## src/rtl/operand_entry.sv

```systemverilog
// Operand entry front-end for a signed 8-bit multiplier: two BCD digit editors (X, Y),
// sequential BCD-to-binary conversion with range check, and start/done handshake.
module operand_entry #(
  parameter int START_LEN = 1
) (
  input  logic        clk_i,
  input  logic        reset_i,
  input  logic        btnu_i,
  input  logic        btnd_i,
  input  logic        btnl_i,
  input  logic        btnr_i,
  input  logic        btnc_i,
  input  logic        done_i,
  output logic [7:0]  x_o,
  output logic [7:0]  y_o,
  output logic        start_o,
  output logic        busy_o,
  output logic        err_o,
  output logic        sel_o,
  output logic [1:0]  cursor_o,
  output logic        neg_o,
  output logic [11:0] bcd_o
);

  typedef enum logic [2:0] {EDIT_X, CONV_X, EDIT_Y, CONV_Y, LAUNCH, BUSY} state_t;

  localparam logic [3:0] LAUNCH_LAST = 4'(START_LEN - 1);

  state_t      state_q, state_d;
  logic        x_sign, y_sign, x_hund, y_hund;
  logic [3:0]  x_tens, y_tens, x_ones, y_ones;
  logic [1:0]  cursor_q;
  logic        err_q;
  logic [1:0]  step_q;
  logic [8:0]  acc_q;
  logic [3:0]  launch_cnt_q;
  logic [7:0]  x_q, y_q;

  logic        show_y, edit, conv;
  logic        up_ok, dn_ok, lt_ok, rt_ok, accept, do_edit;
  logic        cur_sign, cur_hund;
  logic [3:0]  cur_tens, cur_ones;
  logic        nd_sign, nd_hund;
  logic [3:0]  nd_tens, nd_ones;
  logic [8:0]  acc_x10, acc_next, acc_neg;
  logic        legal;
  logic [7:0]  stored;

  assign show_y  = !(state_q == EDIT_X || state_q == CONV_X);
  assign edit    = (state_q == EDIT_X) || (state_q == EDIT_Y);
  assign conv    = (state_q == CONV_X) || (state_q == CONV_Y);

  // Opposing button pairs pressed together cancel each other out
  assign up_ok   = btnu_i & ~btnd_i;
  assign dn_ok   = btnd_i & ~btnu_i;
  assign lt_ok   = btnl_i & ~btnr_i;
  assign rt_ok   = btnr_i & ~btnl_i;
  assign accept  = edit & (btnc_i | up_ok | dn_ok | lt_ok | rt_ok);
  assign do_edit = edit & ~btnc_i;

  assign cur_sign = show_y ? y_sign : x_sign;
  assign cur_hund = show_y ? y_hund : x_hund;
  assign cur_tens = show_y ? y_tens : x_tens;
  assign cur_ones = show_y ? y_ones : x_ones;

  always_comb begin
    nd_sign = cur_sign;
    nd_hund = cur_hund;
    nd_tens = cur_tens;
    nd_ones = cur_ones;
    if (up_ok || dn_ok) begin
      case (cursor_q)
        2'd0: nd_ones = up_ok ? ((cur_ones >= 4'd9) ? 4'd0 : cur_ones + 4'd1)
                              : ((cur_ones == 4'd0) ? 4'd9 : cur_ones - 4'd1);
        2'd1: nd_tens = up_ok ? ((cur_tens >= 4'd9) ? 4'd0 : cur_tens + 4'd1)
                              : ((cur_tens == 4'd0) ? 4'd9 : cur_tens - 4'd1);
        2'd2: nd_hund = ~cur_hund;
        default: nd_sign = ~cur_sign;
      endcase
    end
  end

  // One digit folded into the accumulator per CONV cycle: H, then T, then O
  assign acc_x10 = acc_q * 9'd10;
  always_comb begin
    acc_next = {8'd0, cur_hund};
    if (step_q == 2'd1)      acc_next = acc_x10 + {5'd0, cur_tens};
    else if (step_q == 2'd2) acc_next = acc_x10 + {5'd0, cur_ones};
  end

  assign acc_neg = ~acc_next + 9'd1;
  assign legal   = cur_sign ? (acc_next <= 9'd128) : (acc_next <= 9'd127);
  assign stored  = cur_sign ? acc_neg[7:0] : acc_next[7:0];

  always_comb begin
    state_d = state_q;
    case (state_q)
      EDIT_X: if (btnc_i) state_d = CONV_X;
      EDIT_Y: if (btnc_i) state_d = CONV_Y;
      CONV_X: if (step_q == 2'd2) state_d = legal ? EDIT_Y : EDIT_X;
      CONV_Y: if (step_q == 2'd2) state_d = legal ? LAUNCH : EDIT_Y;
      LAUNCH: if (launch_cnt_q == LAUNCH_LAST) state_d = BUSY;
      BUSY:   if (done_i) state_d = EDIT_X;
      default: state_d = EDIT_X;
    endcase
  end

  always_ff @(posedge clk_i) begin
    if (reset_i) begin
      state_q      <= EDIT_X;
      x_sign       <= 1'b0;
      x_hund       <= 1'b0;
      x_tens       <= 4'd0;
      x_ones       <= 4'd0;
      y_sign       <= 1'b0;
      y_hund       <= 1'b0;
      y_tens       <= 4'd0;
      y_ones       <= 4'd0;
      cursor_q     <= 2'd0;
      err_q        <= 1'b0;
      step_q       <= 2'd0;
      acc_q        <= 9'd0;
      launch_cnt_q <= 4'd0;
      x_q          <= 8'd0;
      y_q          <= 8'd0;
    end else begin
      state_q <= state_d;
      if (accept) err_q <= 1'b0;
      if (do_edit) begin
        if (lt_ok) cursor_q <= cursor_q + 2'd1;
        if (rt_ok) cursor_q <= cursor_q - 2'd1;
        if (state_q == EDIT_Y) begin
          y_sign <= nd_sign;
          y_hund <= nd_hund;
          y_tens <= nd_tens;
          y_ones <= nd_ones;
        end else begin
          x_sign <= nd_sign;
          x_hund <= nd_hund;
          x_tens <= nd_tens;
          x_ones <= nd_ones;
        end
      end
      if (conv) begin
        acc_q  <= acc_next;
        step_q <= step_q + 2'd1;
        if (step_q == 2'd2) begin
          step_q <= 2'd0;
          if (legal) begin
            if (state_q == CONV_Y) y_q <= stored;
            else                   x_q <= stored;
            err_q    <= 1'b0;
            cursor_q <= 2'd0;
          end else begin
            err_q <= 1'b1;
          end
        end
      end
      if (state_q == LAUNCH)
        launch_cnt_q <= (launch_cnt_q == LAUNCH_LAST) ? 4'd0 : launch_cnt_q + 4'd1;
      if (state_q == BUSY && done_i) cursor_q <= 2'd0;
    end
  end

  assign x_o      = x_q;
  assign y_o      = y_q;
  assign start_o  = (state_q == LAUNCH);
  assign busy_o   = (state_q == BUSY);
  assign err_o    = err_q;
  assign sel_o    = show_y;
  assign cursor_o = cursor_q;
  assign neg_o    = cur_sign;
  assign bcd_o    = {3'd0, cur_hund, cur_tens, cur_ones};

endmodule

```

## config.mk

```make
export PLATFORM = sky130hd
export DESIGN_NAME = operand_entry
export DESIGN_NICKNAME = d
export VERILOG_FILES = /design/src/rtl/operand_entry.sv
export SDC_FILE = /design/constraint.sdc
export NUM_CORES = 1
export LEC_CHECK = 0
export BUFFER_PORTS_ARGS = -buffer_cell sky130_fd_sc_hd__buf_2
export CAP_MARGIN = 20
export CORE_ASPECT_RATIO = 0.8
export CORE_MARGIN = 2
export CORE_UTILIZATION = 45
export CTS_CLUSTER_SIZE = 20
export DETAILED_ROUTE_END_ITERATION = 8
export PLACE_DENSITY = 0.66
export SLEW_MARGIN = 20
export SYNTH_ARGS = -nofsm -noshare
export SYNTH_HDL_FRONTEND = slang
export SYNTH_SLANG_ARGS = --single-unit
```

## constraint.sdc

```tcl
create_clock -name clk_i -period 3.4 [get_ports clk_i]
set_input_delay 0.85 -clock clk_i [delete_from_list [all_inputs] [get_ports clk_i]]
set_output_delay 0.85 -clock clk_i [all_outputs]
set_load 0.005 [all_outputs]
```

==> flow_summary_export.csv <==
group,metric,value,unit
pwr,clkPwrFrac,21.7,%
global_route,grt_pass1_wl,16010,um
sta,max_slew_margin,42.50,%
sta,min_period,3.423,ns
die,row_count,30,
outcome,status,"finished, violations left",
pwr,p_per_area,370.9,nW/um^2
clocking,numCtsBuffers,5,
placed_design,preCtsSetupSlack,-0.06450,ns
sta,period_share,100.7,%
pwr,internal_power,1.132,mW
die,dieArea,9444,um^2
clocking,cts_root_buf,"clkbuf_8",
outcome,violations,"setup timing",
pwr,p_seq_share,40.8,%
final_layout,nFillCells,807,
synth,ys_warn_count,0,
worst_setup_path,critPathLaunchType,"flop",
pwr,p_total,1.774,mW
clocking,clkTransAtPathRegs,0.11,ns
global_route,grt_overflow,0,
drt,first_iter_violations,201,
synth,synth_edf_count,0,
placed_design,place_area,4483,um^2
sta,worst_pin_slew,0.8593,ns
synth,synth-seq-cells,56,
placed_design,hpwlAfterDp,7631,um
drt,drt_wl_total,10130,um
final_layout,finish.instance_area,4782,um^2
die,design.core.area,8446,um^2
synth,ys_types,70,
drt,vias_per_cell,5.505,
synth,synthFlopType,"dfxtp_1",
worst_setup_path,end_kind,"flop",
drt,drtPass1Iterations,5,
sta,setup_ws,-0.02308,ns
synth,syn_inst,491,
global_route,grt_usage,21.13,%
global_route,antenna_found_initial,0,
drt,drc,0,
worst_setup_path,cp_max_fo,8,
final_layout,final_common_cell,"nand2_1",
placed_design,port_buffers,39,
clocking,cts_sinks,56,
worst_setup_path,crit_type,"flop to flop",
final_layout,nets,600,
job,cap_violations,0,
pwr,pwr-share-comb,37.5,%
clocking,cts_buffer_depth,2,
hold_path,worstHoldStart,"x_ones[3]",
sta,rsz0062_at_grt,"true",
placed_design,gp_congestion,0.8771,
sta,hold-worst-slack,0.4608,ns
worst_setup_path,crit_start,"state_q[2]",
clocking,cts.htree.levels,2,
sta,final-setup-viol-count,9,
sta,hold_viol,0,
drt,drtAntennaViolNets,0,
pwr,ir_worst_vdd,0.3002,mV
synth,async_reset_ff_share,0,%
sta,report.final.slew_viol_count,0,
final_layout,utilization,56.62,%
drt,wl_per_cell,15.09,um
clocking,clock_latency,0.32,ns
worst_setup_path,max_stage_delay,0.49,ns
sta,fin_worst_skew,0.01639,ns
final_layout,final_cell_mix,"59 x nand2_1, 54 x dfxtp_1, 50 x a21oi_1, 46 x nor2_1, 44 x buf_4",
final_layout,num_antenna_cells,0,
die,ios,43,
worst_setup_path,r2r-start,"state_q[2]",
die,die_x,108.2,um
die,start_util,46.24,%
final_layout,syn_to_final_growth,22.46,%
synth,synth.cell_area,3905,um^2
pwr,leakage,2.086,nW
global_route,grt_max_degree,31,
drt,dr_total_vias,3694,
synth,syn_area_per_cell,7.953,um^2
worst_setup_path,worstPathArrival,3.61,ns
hold_path,hp-class,"flop to flop",
worst_setup_path,cp_slowest_cell,"or4_4",
worst_setup_path,critPathMostFrequentCell,"inv_2",
clocking,cts_tree,"built",
synth,seq_area_frac_synth,28.71,%
sta,fmax,0.2921,GHz
worst_setup_path,worstPathRequired,3.59,ns
die,die_h,87.32,um
worst_setup_path,path_cells,"nor2_4 -> buf_12 -> mux2i_4 -> inv_2 -> ha_4 -> inv_2 -> fa_2 -> a2bb2oi_4 -> or4_4 -> nor3_4 -> a41oi_4 -> o21ai_2 -> buf_6 -> mux2i_2 -> nor2_1",
pwr,p_sw,641.4,uW
final_layout,drive_gt1_share,26.30,%
global_route,grt_pass1_vias,3402,
pwr,p_sw_share,36.16,%
registers in the layout, summed over array words and instances (netlist names):
name	flops
y_hund	1
y_tens	4
y_o	8
x_sign	1
launch_cnt_q	4
x_hund	1
y_ones	4
err_o	1
y_sign	1
x_tens	4
cursor_o	2
state_q	3
acc_q	8
step_q	2
x_ones	4
x_o	8
metrics by stage:
stage          TNS, ns  instances
2_1_floorplan  -0.1290        493
3_3_place_gp         0        655
3_5_place_dp   -0.5112        655
4_1_cts              0        665
5_1_grt         -2.388        671
6_report       -0.1335        671
timing repair:
item	CTS	global route
pin swaps	4	23
endpoints found under the setup margin	17	20
hold buffers	0	0
resized for setup	4	25
setup buffers	2	6
endpoints found under the hold margin	0	0
cell type report:
cell class	instances	area (um^2)	area share [%]
clock buffer	7	86.33	1.805
clock inverter	1	7.507	0.1570
inverter	28	105.1	2.198
multi-input combinational	379	2729	57.06
sequential	56	1124	23.50
tap	112	140.1	2.930
timing repair buffer	88	590.6	12.35
power by group through the flow:
stage	clock network (mW)	logic, mW	registers, mW
5_1_grt	0.411	0.738	0.729
4_1_cts	0.388	0.617	0.723
3_5_place_dp	0	0.608	0.738
3_3_place_gp	0	0.598	0.737
2_1_floorplan	0	0.446	0.725
6_report	0.385	0.666	0.723
path summary, 6_finish.rpt:
path               end  slack (ns)  depth (start not counted)
max             y_o[0]       -0.02                         15
min          x_ones[3]        0.46                          2
max reg2reg     y_o[0]       -0.02                         15
min reg2reg  x_ones[3]        0.46                          2
synth_stat cells (3+ instances only):
master	instances	area share, %
nand2_1	60	5.8
dfxtp_1	56	29
a21oi_1	53	6.8
nor2_1	46	4.4
ha_1	31	9.9
inv_1	27	2.6
clkbuf_1	17	1.6
o21ai_0	16	2.1
mux2i_1	15	3.8
nand3_1	14	1.8
xnor2_1	14	3.1
nand2b_1	13	2.1
nor3_1	11	1.4
a211oi_1	10	1.9
o21ai_1	8	1.0
buf_4	5	0.96
nor2b_1	5	0.80
o22ai_1	4	0.64
xor2_1	4	0.90
a221oi_1	3	0.67
a22oi_1	3	0.58
a2bb2oi_1	3	0.67
and2_1	3	0.48
buf_2	3	0.38
buf_6	3	0.87
fa_1	3	1.5
o31ai_1	3	0.58
cells by family (layout without fill, tap and decap cells):
group | count (synthesis) | count (layout) | synth area share [%]
AND/OR/NAND/NOR | 174 | 174 | 21.47
AO/OA/AOI/OAI | 131 | 131 | 22.14
buffers and inverters | 58 | 124 | 6.729
flip-flops | 56 | 56 | 28.71
adder cells (fa/ha/maj) | 34 | 34 | 11.47
multiplexers | 19 | 19 | 5.351
XOR/XNOR | 18 | 18 | 4.037
other | 1 | 3 | 0.09603
routing by layer:
metal	part of all wire, %	track usage [%]	vias to the layer above
li1	-	-	1851
met1	48	29.29	1721
met2	45	34.42	106
met3	5.4	3.515	16
met4	1.5	5.128	0
met5	0	0	-
worst max-delay path, delay by kind of cell, from the launching register on:
kind            cells  cell delay, ns
compound gates      3            0.51
flops               1            0.35
simple gates        4            0.88
fa+ha+maj           2            0.62
mux                 2            0.46
buf+inv             4            0.45
No activity file was read; power rests on OpenSTA's default activity.
